File: src/rtl/fb_writer_pkg.sv
// Shared types and helpers for the framebuffer writer slice.
package fb_writer_pkg;

  typedef enum logic {
    ST_IDLE  = 1'b0,
    ST_WRITE = 1'b1
  } state_t;

  typedef struct packed {
    logic [31:0] addr;
    logic [15:0] data;
  } fb_entry_t;

  localparam logic [1:0] FB_BYTEENABLE = 2'b11;

  // Pixel index to SDRAM byte address; wraps silently modulo 2^32.
  function automatic logic [31:0] fb_byte_addr(input logic [31:0] base,
                                               input logic [31:0] idx,
                                               input int shift);
    return base + (idx << shift);
  endfunction

endpackage

File: src/rtl/framebuffer_writer_fifo.sv
// Synchronous FIFO with a registered head word. The pointers carry an
// extra MSB so that full and empty can be told apart without a counter.
// rdata always holds the entry at the read pointer, so a consumer can
// take it in the same edge that it pops.
module sync_fifo #(
  parameter int WIDTH = 48,
  parameter int DEPTH = 8
) (
  input  logic                     clock,
  input  logic                     reset,
  input  logic                     push,
  input  logic                     pop,
  input  logic [WIDTH-1:0]         wdata,
  output logic [WIDTH-1:0]         rdata,
  output logic                     full,
  output logic                     empty,
  output logic [$clog2(DEPTH):0]   level
);

  localparam int AW = $clog2(DEPTH);
  localparam logic [AW:0] FULL_CNT = (AW + 1)'(DEPTH);

  logic [WIDTH-1:0] mem_q [DEPTH];
  logic [AW:0]      wr_ptr_q, wr_ptr_d;
  logic [AW:0]      rd_ptr_q, rd_ptr_d;
  logic [WIDTH-1:0] head_q, head_d;
  logic [AW:0]      count;
  logic             push_ok;
  logic             pop_ok;

  assign count   = wr_ptr_q - rd_ptr_q;
  assign full    = (count == FULL_CNT);
  assign empty   = (wr_ptr_q == rd_ptr_q);
  assign level   = count;
  assign rdata   = head_q;
  assign push_ok = push && !full;
  assign pop_ok  = pop && !empty;

  // Advance pointers and prefetch the entry that will be at the head after this edge.
  always_comb begin
    wr_ptr_d = wr_ptr_q + {{AW{1'b0}}, push_ok};
    rd_ptr_d = rd_ptr_q + {{AW{1'b0}}, pop_ok};
    head_d   = mem_q[rd_ptr_d[AW-1:0]];
    // The new head slot is only being written when the FIFO drains to
    // empty in this edge; forward the incoming word in that case.
    if (push_ok && (wr_ptr_q[AW-1:0] == rd_ptr_d[AW-1:0])) begin
      head_d = wdata;
    end
  end

  // Storage array; data only, never reset.
  always_ff @(posedge clock) begin
    if (push_ok) begin
      mem_q[wr_ptr_q[AW-1:0]] <= wdata;
    end
  end

  // Pointer and head registers.
  always_ff @(posedge clock) begin
    head_q <= head_d;
    if (reset) begin
      wr_ptr_q <= '0;
      rd_ptr_q <= '0;
    end else begin
      wr_ptr_q <= wr_ptr_d;
      rd_ptr_q <= rd_ptr_d;
    end
  end

endmodule

File: src/rtl/framebuffer_writer.sv
// Framebuffer writer: buffers single-pixel write requests from the solver
// write arbitrator and issues them as Avalon-MM writes to SDRAM.
// Optional build macro FB_WRITER_STATS_EN adds write and stall counters.
module framebuffer_writer
  import fb_writer_pkg::*;
#(
  parameter int          FIFO_DEPTH = 8,
  parameter logic [31:0] BASE_ADDR  = 32'h0000_0000,
  parameter int          ADDR_SHIFT = 1
) (
  input  logic                           clock,
  input  logic                           reset,
  input  logic [15:0]                    in_data,
  input  logic [31:0]                    in_addr,
  input  logic                           in_write_en,
  output logic                           in_ack,
  output logic [31:0]                    avm_address,
  output logic                           avm_write,
  output logic [15:0]                    avm_writedata,
  output logic [1:0]                     avm_byteenable,
  input  logic                           avm_waitrequest,
  output logic [$clog2(FIFO_DEPTH):0]    fifo_level,
  output logic                           idle
`ifdef FB_WRITER_STATS_EN
  ,
  output logic [31:0]                    stat_writes,
  output logic [31:0]                    stat_stall_cycles
`endif
);

  localparam int LW = $clog2(FIFO_DEPTH) + 1;

  fb_entry_t   push_entry;
  fb_entry_t   head_entry;
  logic        fifo_full;
  logic        fifo_empty;
  logic [LW-1:0] fifo_level_w;
  logic        accept;
  logic        pop;
  logic [LW-1:0] level_nxt;

  state_t      state_q, state_d;
  logic        in_ack_q, in_ack_d;
  logic        avm_write_q, avm_write_d;
  logic [31:0] avm_address_q, avm_address_d;
  logic [15:0] avm_writedata_q, avm_writedata_d;
  logic        idle_q, idle_d;

  // The cycle carrying in_ack still sees in_write_en high from upstream, so it must not count as a new request.
  assign accept          = in_write_en && !in_ack_q && !fifo_full;
  assign in_ack_d        = accept;
  assign push_entry.addr = fb_byte_addr(BASE_ADDR, in_addr, ADDR_SHIFT);
  assign push_entry.data = in_data;

  sync_fifo #(
    .WIDTH ($bits(fb_entry_t)),
    .DEPTH (FIFO_DEPTH)
  ) u_fifo (
    .clock (clock),
    .reset (reset),
    .push  (accept),
    .pop   (pop),
    .wdata (push_entry),
    .rdata (head_entry),
    .full  (fifo_full),
    .empty (fifo_empty),
    .level (fifo_level_w)
  );

  // Avalon write sequencer: load the head on pop, hold while stalled, stream back-to-back.
  always_comb begin
    state_d         = state_q;
    avm_write_d     = avm_write_q;
    avm_address_d   = avm_address_q;
    avm_writedata_d = avm_writedata_q;
    pop             = 1'b0;
    case (state_q)
      ST_IDLE: begin
        if (!fifo_empty) begin
          pop             = 1'b1;
          avm_address_d   = head_entry.addr;
          avm_writedata_d = head_entry.data;
          avm_write_d     = 1'b1;
          state_d         = ST_WRITE;
        end
      end
      ST_WRITE: begin
        if (!avm_waitrequest) begin
          if (!fifo_empty) begin
            pop             = 1'b1;
            avm_address_d   = head_entry.addr;
            avm_writedata_d = head_entry.data;
          end else begin
            avm_write_d = 1'b0;
            state_d     = ST_IDLE;
          end
        end
      end
    endcase
  end

  // Idle reflects the occupancy and state that will hold after this edge.
  always_comb begin
    level_nxt = fifo_level_w + LW'(accept) - LW'(pop);
    idle_d    = (level_nxt == '0) && (state_d == ST_IDLE);
  end

  // State and registered outputs.
  always_ff @(posedge clock) begin
    if (reset) begin
      state_q         <= ST_IDLE;
      in_ack_q        <= 1'b0;
      avm_write_q     <= 1'b0;
      avm_address_q   <= '0;
      avm_writedata_q <= '0;
      idle_q          <= 1'b1;
    end else begin
      state_q         <= state_d;
      in_ack_q        <= in_ack_d;
      avm_write_q     <= avm_write_d;
      avm_address_q   <= avm_address_d;
      avm_writedata_q <= avm_writedata_d;
      idle_q          <= idle_d;
    end
  end

  assign in_ack         = in_ack_q;
  assign avm_write      = avm_write_q;
  assign avm_address    = avm_address_q;
  assign avm_writedata  = avm_writedata_q;
  assign avm_byteenable = FB_BYTEENABLE;
  assign fifo_level     = fifo_level_w;
  assign idle           = idle_q;

`ifdef FB_WRITER_STATS_EN
  logic [31:0] stat_writes_q, stat_writes_d;
  logic [31:0] stat_stall_q, stat_stall_d;

  // A write completes on any edge where it is presented without a stall.
  always_comb begin
    stat_writes_d = stat_writes_q + {31'd0, (avm_write_q && !avm_waitrequest)};
    stat_stall_d  = stat_stall_q + {31'd0, (avm_write_q && avm_waitrequest)};
  end

  // Free-running statistics counters, wrapping at 2^32.
  always_ff @(posedge clock) begin
    if (reset) begin
      stat_writes_q <= '0;
      stat_stall_q  <= '0;
    end else begin
      stat_writes_q <= stat_writes_d;
      stat_stall_q  <= stat_stall_d;
    end
  end

  assign stat_writes       = stat_writes_q;
  assign stat_stall_cycles = stat_stall_q;
`endif

endmodule
File: config.mk
export PLATFORM = sky130hd
export DESIGN_NAME = framebuffer_writer
export DESIGN_NICKNAME = d
export VERILOG_FILES = /design/src/rtl/fb_writer_pkg.sv /design/src/rtl/framebuffer_writer_fifo.sv /design/src/rtl/framebuffer_writer.sv
export SDC_FILE = /design/constraint.sdc
export NUM_CORES = 1
export LEC_CHECK = 0
export CAP_MARGIN = 10
export CORE_MARGIN = 2
export CORE_UTILIZATION = 31
export CTS_CLUSTER_SIZE = 14
export DETAILED_ROUTE_END_ITERATION = 16
export HOLD_SLACK_MARGIN = 0.03
export PLACE_DENSITY = 0.58
export RECOVER_POWER = 25
export SLEW_MARGIN = 20
export SYNTH_ARGS = -nofsm -noshare
export SYNTH_HDL_FRONTEND = slang
export SYNTH_SLANG_ARGS = --single-unit
File: constraint.sdc
create_clock -name clock -period 9.58 [get_ports clock]
set_input_delay 1.437 -clock clock [delete_from_list [all_inputs] [get_ports clock]]
set_output_delay 1.437 -clock clock [all_outputs]
set_load 0.01 [all_outputs]
==> results of run 1 <==
[critical path, cell delays in order (launching register included)]
cell and delay [ps]:
sky130_fd_sc_hd__dfxtp_1 420, sky130_fd_sc_hd__inv_1 70, sky130_fd_sc_hd__ha_1 310, sky130_fd_sc_hd__a21o_1 160, sky130_fd_sc_hd__a21oi_1 170, sky130_fd_sc_hd__xor2_1 240
sky130_fd_sc_hd__clkdlybuf4s50_1 580
[per-stage QoR]
| stage | cell area, sq um | setup slack [ps] | hold slack (ps) | utilization |
|---|---|---|---|---|
| after global routing | 19900 | 5500 | 500 | 0.378 |
| after floorplan | 16500 | 4110 | 463 | - |
| final | 19900 | 5620 | 485 | 0.378 |
| after CTS | 19900 | 5590 | 485 | 0.378 |
| after detailed placement | 18200 | 5090 | 472 | 0.347 |
| after global placement | 18200 | 5090 | 458 | 0.347 |
[flip-flops by register name (all words and copies together), names as in the netlist, named ones only]
signal           flops
u_fifo.mem_q       376
avm_address         31
avm_writedata       16
u_fifo.rd_ptr_q      4
u_fifo.wr_ptr_q      4
avm_write            1
idle                 1
in_ack               1
state_q              1
[power groups by stage]
stage | logic (W) | clock network [W] | registers, W
4_1_cts | 0.00165 | 0.00194 | 0.00246
3_3_place_gp | 0.00163 | 0 | 0.00249
6_report | 0.00160 | 0.00189 | 0.00245
3_5_place_dp | 0.00165 | 0 | 0.00250
5_1_grt | 0.00177 | 0.00201 | 0.00248
2_1_floorplan | 0.00105 | 0 | 0.00247
[cell type report]
cell class	instances	area [sq um]
tap	688	861
antenna	3	7.51
sequential	438	12500
multi-input combinational	397	3630
inverter	15	56.3
fill	4869	32700
timing repair buffer	120	1160
clock buffer	64	1280
clock inverter	24	355
[layer usage]
metal | vias up | part of all wire | global-route usage
li1 | 3823 | - | -
met1 | 4313 | 0.45 | 0.175
met2 | 167 | 0.50 | 0.228
met3 | 53 | 0.042 | 0.0240
met4 | 6 | 0.016 | 0.0289
met5 | - | 0.00090 | 0
[path summary, 6_finish.rpt]
check / cells past startpoint / slack [ps] / startpoint / endpoint
worst min-delay path: 1 / 490 / avm_write / avm_write
worst max register to register: 12 / 5970 / u_fifo.rd_ptr_q[1] / u_fifo.mem_q[2][21]
worst max-delay path: 6 / 5620 / u_fifo.rd_ptr_q[1] / fifo_level[3]
worst min register to register: 1 / 490 / avm_write / avm_write
[synth_stat cells (3+ instances only)]
| library cell | count | share of area |
|---|---|---|
| sky130_fd_sc_hd__edfxtp_1 | 376 | 0.69 |
| sky130_fd_sc_hd__mux2i_1 | 94 | 0.057 |
| sky130_fd_sc_hd__dfxtp_1 | 62 | 0.075 |
| sky130_fd_sc_hd__nor2_1 | 59 | 0.013 |
| sky130_fd_sc_hd__nor3_1 | 49 | 0.015 |
| sky130_fd_sc_hd__mux4_2 | 47 | 0.064 |
| sky130_fd_sc_hd__o22ai_1 | 47 | 0.018 |
| sky130_fd_sc_hd__a211oi_1 | 46 | 0.021 |
| sky130_fd_sc_hd__clkbuf_1 | 25 | 0.0057 |
| sky130_fd_sc_hd__buf_4 | 14 | 0.0064 |
| sky130_fd_sc_hd__inv_1 | 14 | 0.0032 |
| sky130_fd_sc_hd__buf_2 | 12 | 0.0036 |
| sky130_fd_sc_hd__ha_1 | 12 | 0.0091 |
| sky130_fd_sc_hd__xor2_1 | 7 | 0.0037 |
| sky130_fd_sc_hd__nand2_1 | 5 | 0.0011 |
| sky130_fd_sc_hd__nor2b_1 | 5 | 0.0019 |
| sky130_fd_sc_hd__nand3_1 | 4 | 0.0012 |
| sky130_fd_sc_hd__a21oi_1 | 3 | 0.00091 |
| sky130_fd_sc_hd__buf_8 | 3 | 0.0027 |
[logic make-up (layout without fill, tap and decap cells)]
| family | after synthesis | after routing | synth area share |
|---|---|---|---|
| simple gates | 127 | 127 | 0.0346 |
| mux | 141 | 141 | 0.121 |
| buf+inv | 72 | 223 | 0.0230 |
| flops | 438 | 438 | 0.761 |
| xor+xnor | 9 | 9 | 0.00479 |
| other cells | 2 | 6 | 0.000456 |
| fa+ha+maj | 14 | 14 | 0.0115 |
| compound gates | 103 | 103 | 0.0434 |
==> impl_summary.txt, run 1 <==
----------------------------------------------------
[Place]
  GP Congestion ... roughly 0.7
  Port buffer count ... around 100
  Half-perimeter wire length after placement ... around 19 mm
  # placed instances ... 1,658

[Worst setup path]
  Worst Setup End Kind ... output port
  Startpoint types ... flip-flop
  Worst EP required ... between 8000 and 9000 ps
  Maximum fanout encountered on the critical timing path ... 4
  Data arrival time of the critical path ... 2520 ps
  Category of the most critical setup path ... reg -> out

[Die]
  Num rows ... 84
  Die X ... 235 microns
  Full die area ... about 0.055 sq mm
  Starting utilization of the core area ... 0.313
  I/O pin cnt ... 109
  Core Box Area ... between 0.05 and 0.06 sq mm
  Vertical die dimension ... 235 microns

[STA]
  Unrepaired setup endpoints after global routing ... no
  Final worst-path cycle share ... 0.413
  Worst Skew ... about 32 ps
  Max-slew violation count ... 0
  Setup Viol. Count Final ... 0
  Final period demand of the worst path ... slightly below 4000 ps
  Number of hold-slack violations in the final timing report ... 0
  Slew headroom ... 0.420
  Slew @ Worst Pin ... about 870 ps
  Achievable clock frequency ... around 250 MHz
  Final total negative setup slack ... 0 ps

[CTS]
  Number of CTS-inserted buffers ... 47
  Number of levels the H-tree was split into ... 2
  Total of hold buffers inserted after clock tree synthesis ... 0
  Cell at the root of the clock tree ... sky130_fd_sc_hd__clkbuf_16
  Worst-path clk slew ... around 70 ps
  CTS-repair resized insts ... 0
  Worst-case clock buffer depth ... 3
  Clock tree from TritonCTS ... built
  Number of buffers inserted to repair setup after CTS ... 0
  Clock latency reported for the late side of the worst-skew pair ... approximately 570 ps
  Clk sink count ... roughly 440

[Run]
  Max Cap Viol ... 0

[Power]
  Peak VDD IR ... 0.190 mV
  PnR Total Power ... a little under 0.006 W
  Fraction of power consumed by combinational cells ... 0.269
  Clock Power Share ... 0.318
  Power density relative to cell area ... roughly 300 mW/mm^2
  Static leakage ... 6.22 nW
  Proportion of power drawn by flip-flops and latches ... 0.412
  Switching Share ... 0.306
  Reported net switching power ... 0.00182 W
  Design internal power ... 0.00413 W

[Route]
  Antenna Violating Nets Remaining ... 0
  Routed vias/inst ... between 4 and 5
  Total via count after detailed routing ... roughly 8,400
  DRC violations left ... 0
  Final wirelength ... between 30 and 40 mm
  Pre-antenna DRT Iters ... 5
  DRC violation total after the first TritonRoute iteration ... between 500 and 600
  Post-DR wirelength/cell ... 20.9 microns

[Final layout]
  Synthesis-to-finish area growth ... 20.7%
  Most used cells in the layout excluding fill and tap cells ... sky130_fd_sc_hd__edfxtp_1 (376), sky130_fd_sc_hd__mux2i_1 (94), sky130_fd_sc_hd__clkdlybuf4s50_1 (72), sky130_fd_sc_hd__dfxtp_1 (59), sky130_fd_sc_hd__nor2_1 (53)
  Net count of the finished layout ... ~1,100
  Layout cells sized above 1 ... 0.142
  Non-filler instance count after layout ... roughly 1,700
  Most common cell after layout, fill and taps aside ... sky130_fd_sc_hd__edfxtp_1

[GRT]
  Largest net degree at the start of global routing ... 60
  Total overflow reported by the global router ... 0
  Global-route wire length before repair ... 54.4 mm
  Number of antenna violations at the first check in global routing ... 9
  Number of global-route vias before repair ... about 8,500
  Total routing usage reported by global routing ... 0.133

[Logic synthesis]
  Syn_area_per_cell ... ~18 sq um
  Post-synth EDFFs ... ~380
  YS warnings ... 0
  Register area share after synthesis ... 0.761
  Flip-flop and latch count after synthesis ... around 440
  Cell variety after synth ... 35
  Top FF cell, synth ... sky130_fd_sc_hd__edfxtp_1
  Synthesized cell area ... approximately 0.016 sq mm
  Async S/R FF share, synth ... 0
  Post-Synthesis Cells ... 906

[Min path]
  Type of the worst min-delay path ... reg -> reg

[Outcome]
  Outcome ... completed

----------------------------------------------------
No activity file was read; power rests on OpenSTA's default activity.
==> run 2: changes to the inputs <==
--- a/config.mk
+++ b/config.mk
@@ -11,7 +11,7 @@
 export CTS_CLUSTER_SIZE = 14
 export DETAILED_ROUTE_END_ITERATION = 16
 export HOLD_SLACK_MARGIN = 0.03
-export PLACE_DENSITY = 0.58
+export PLACE_DENSITY = 0.6
 export RECOVER_POWER = 25
 export SLEW_MARGIN = 20
 export SYNTH_ARGS = -nofsm -noshare
==> constraint.sdc (replaced) <==
create_clock -name clock -period 3.3 [get_ports clock]
set_input_delay 0.495 -clock clock [delete_from_list [all_inputs] [get_ports clock]]
set_output_delay 0.495 -clock clock [all_outputs]
set_load 0.01 [all_outputs]
==> run 2 against run 1 <==
Compared with the run above:
- hold slack worse by 20 ps
- non-clock buffer count up 6
- sequential share of layout area grew 0.17 points
- routed wire length fell by 1.2%
- worst setup slack got worse by 5400 ps
- first-iteration DRC count up 2.2%
==> impl_summary.txt, run 2 (synthesized netlist as in run 1, its figures left out) <==
----------------------------------------------------
[Outcome]
  Outcome ... completed

[Worst setup path]
  Longest individual stage delay on the worst path ... roughly 430 ps
  Maximum fanout encountered on the critical timing path ... 3
  List of cells traversed by the critical path ... inv_1 -> ha_2 -> fa_2 -> xor2_2 -> ha_2 -> nand3_1 -> nand3b_1 -> ha_1 -> inv_1 -> ha_1 -> inv_1 -> fa_2 -> nor3b_2 -> a41o_1
  Category of the most critical setup path ... reg -> reg
  Crit-path slowest cell ... sky130_fd_sc_hd__fa_2
  Most used cell, CP ... sky130_fd_sc_hd__inv_1
  Reg2reg end ... idle
  Worst EP required ... between 3000 and 4000 ps
  Worst Setup End Kind ... flip-flop
  Startpoint types ... flip-flop
  R2R depth ... 14
  Minimum setup slack among reg-to-reg paths ... between 200 and 250 ps
  Cell type group with the largest total delay on the critical path ... adder cells
  Count of buffer and inverter cells on the critical path ... 3
  Data arrival time of the critical path ... 3520 ps
  FF-to-FF Start ... u_fifo.wr_ptr_q[0]

[GRT]
  Global-route wire length before repair ... 53.8 mm
  Number of antenna violations at the first check in global routing ... 8
  Total overflow reported by the global router ... 0
  Total routing usage reported by global routing ... 0.131
  Number of global-route vias before repair ... just under 9,000
  Largest net degree at the start of global routing ... 50

[Power]
  Peak VDD IR ... 0.531 mV
  Power density relative to cell area ... between 800 and 900 mW/mm^2
  Static leakage ... about 6.1 nW

[CTS]
  Clk sink count ... roughly 440
  Cell at the root of the clock tree ... sky130_fd_sc_hd__clkbuf_16
  Worst-path clk slew ... roughly 60 ps
  Clock tree from TritonCTS ... built
  Total of hold buffers inserted after clock tree synthesis ... 0
  Number of CTS-inserted buffers ... 45
  Number of levels the H-tree was split into ... 2
  Worst-case clock buffer depth ... 3
  Clock latency reported for the late side of the worst-skew pair ... between 500 and 600 ps

[STA]
  Slew headroom ... 0.478
  Number of hold-slack violations in the final timing report ... 0
  Setup Viol. Count Final ... 0
  Achievable clock frequency ... between 300 and 400 MHz
  Final worst-path cycle share ... 0.935
  Final Worst Setup Slack ... roughly 210 ps
  Slew @ Worst Pin ... around 800 ps
  Max-slew violation count ... 0
  Worst Skew ... about 18 ps
  Unrepaired setup endpoints after global routing ... no
  Final period demand of the worst path ... 3090 ps

[Route]
  Total via count after detailed routing ... ~8,300
  Final wirelength ... approximately 36 mm
  Routed vias/inst ... 4.78
  Post-DR wirelength/cell ... 20.7 microns
  Pre-antenna DRT Iters ... 4
  DRC violations left ... 0
  DRC violation total after the first TritonRoute iteration ... around 610
  Antenna Violating Nets Remaining ... 0

[Die]
  Starting utilization of the core area ... 0.313
  I/O pin cnt ... between 100 and 150
  Num rows ... 84
  Vertical die dimension ... about 230 microns
  Die X ... 235 microns
  Core Box Area ... approximately 0.053 sq mm
  Full die area ... 0.0550 sq mm

[Place]
  Port buffer count ... roughly 100
  # placed instances ... between 1,500 and 2,000
  Half-perimeter wire length after placement ... between 15 and 20 mm
  GP Congestion ... about 0.7
  Pre-CTS worst setup slack ... between 80 and 90 ps
  Instance area at placement ... around 0.018 sq mm

[Run]
  Max Cap Viol ... 0

[Final layout]
  Layout filler cell count ... 4,851
  Layout cells sized above 1 ... 0.150
  Number of flip-flops under the largest register name ... approximately 380
  Net count of the finished layout ... roughly 1,100
  Synthesis-to-finish area growth ... 20.5%
  Most common cell after layout, fill and taps aside ... sky130_fd_sc_hd__edfxtp_1
  Non-filler instance count after layout ... 1,745
  Cell area after layout ... 0.0198 sq mm
  Finished Core Util ... 0.378
  Most used cells in the layout excluding fill and tap cells ... sky130_fd_sc_hd__edfxtp_1 (376), sky130_fd_sc_hd__mux2i_1 (94), sky130_fd_sc_hd__clkdlybuf4s50_1 (75), sky130_fd_sc_hd__dfxtp_1 (56), sky130_fd_sc_hd__nor2_1 (53)

[Min path]
  Type of the worst min-delay path ... reg -> reg
  Startpoint of the most critical hold path ... avm_write
  Worst Hold Endpoint ... avm_write
  Worst hold path depth ... 1

----------------------------------------------------
-- run 2: cell types whose count changed in the layout (fill, tap and decap cells not counted), moves of 3 or more --
cell and delta:
sky130_fd_sc_hd__buf_4 -7, sky130_fd_sc_hd__dfxtp_1 -3, sky130_fd_sc_hd__dlygate4sd3_1 -3, sky130_fd_sc_hd__bufinv_16 -7, sky130_fd_sc_hd__clkdlybuf4s50_1 +3, sky130_fd_sc_hd__buf_12 +12, sky130_fd_sc_hd__clkbuf_1 +6
-- run 2: power by group --
part | leakage (nW) | total [W] | internal, W | switching (W)
combinational | 1.58 | 0.00491 | 0.00206 | 0.00285
clock | 0.643 | 0.00464 | 0.00266 | 0.00197
sequential | 3.92 | 0.00707 | 0.00674 | 0.000336
-- run 2: timing repair --
action,in CTS,in global routing
endpoints found under the setup margin,0,1
buffers inserted,0,0
gates resized for setup,0,4
-- run 2: per-stage QoR --
step	hold slack, ps	TNS [ps]	total power, W
floorplan	463	-9480	0.0103
global placement	460	0	0.0121
detailed placement	455	0	0.0122
CTS	460	0	0.0169
global route	481	0	0.0175
finish	465	0	0.0166
-- run 2: how the worst max path moves through the flow --
stage,start,endpoint,slack [ps],depth (start not counted)
2_1_floorplan,u_fifo.rd_ptr_q[1],u_fifo.mem_q[3][0],-60,11
3_3_place_gp,u_fifo.wr_ptr_q[0],idle,200,15
3_5_place_dp,u_fifo.wr_ptr_q[0],idle,90,15
4_1_cts,u_fifo.wr_ptr_q[0],idle,60,15
5_1_grt,u_fifo.wr_ptr_q[0],idle,20,17
6_report,u_fifo.wr_ptr_q[0],idle,210,14
-- run 2: routing by layer --
metal  vias to the layer above  track usage  part of all wire
li1                       3824            -                 -
met1                      4275        0.168              0.43
met2                       180        0.226              0.50
met3                        55       0.0268             0.052
met4                         4       0.0326             0.019
met5                         -            0           0.00067
-- run 2: area by class of cell --
| cell class | count | area [sq um] | share of cell area |
|---|---|---|---|
| clock buffer | 67 | 1240 | 0.0624 |
| antenna | 1 | 2.50 | 0.000126 |
| multi-input combinational | 397 | 3700 | 0.186 |
| inverter | 15 | 56.3 | 0.00284 |
| clock inverter | 13 | 90.1 | 0.00454 |
| timing repair buffer | 126 | 1350 | 0.0681 |
| tap | 688 | 861 | 0.0434 |
| sequential | 438 | 12500 | 0.632 |
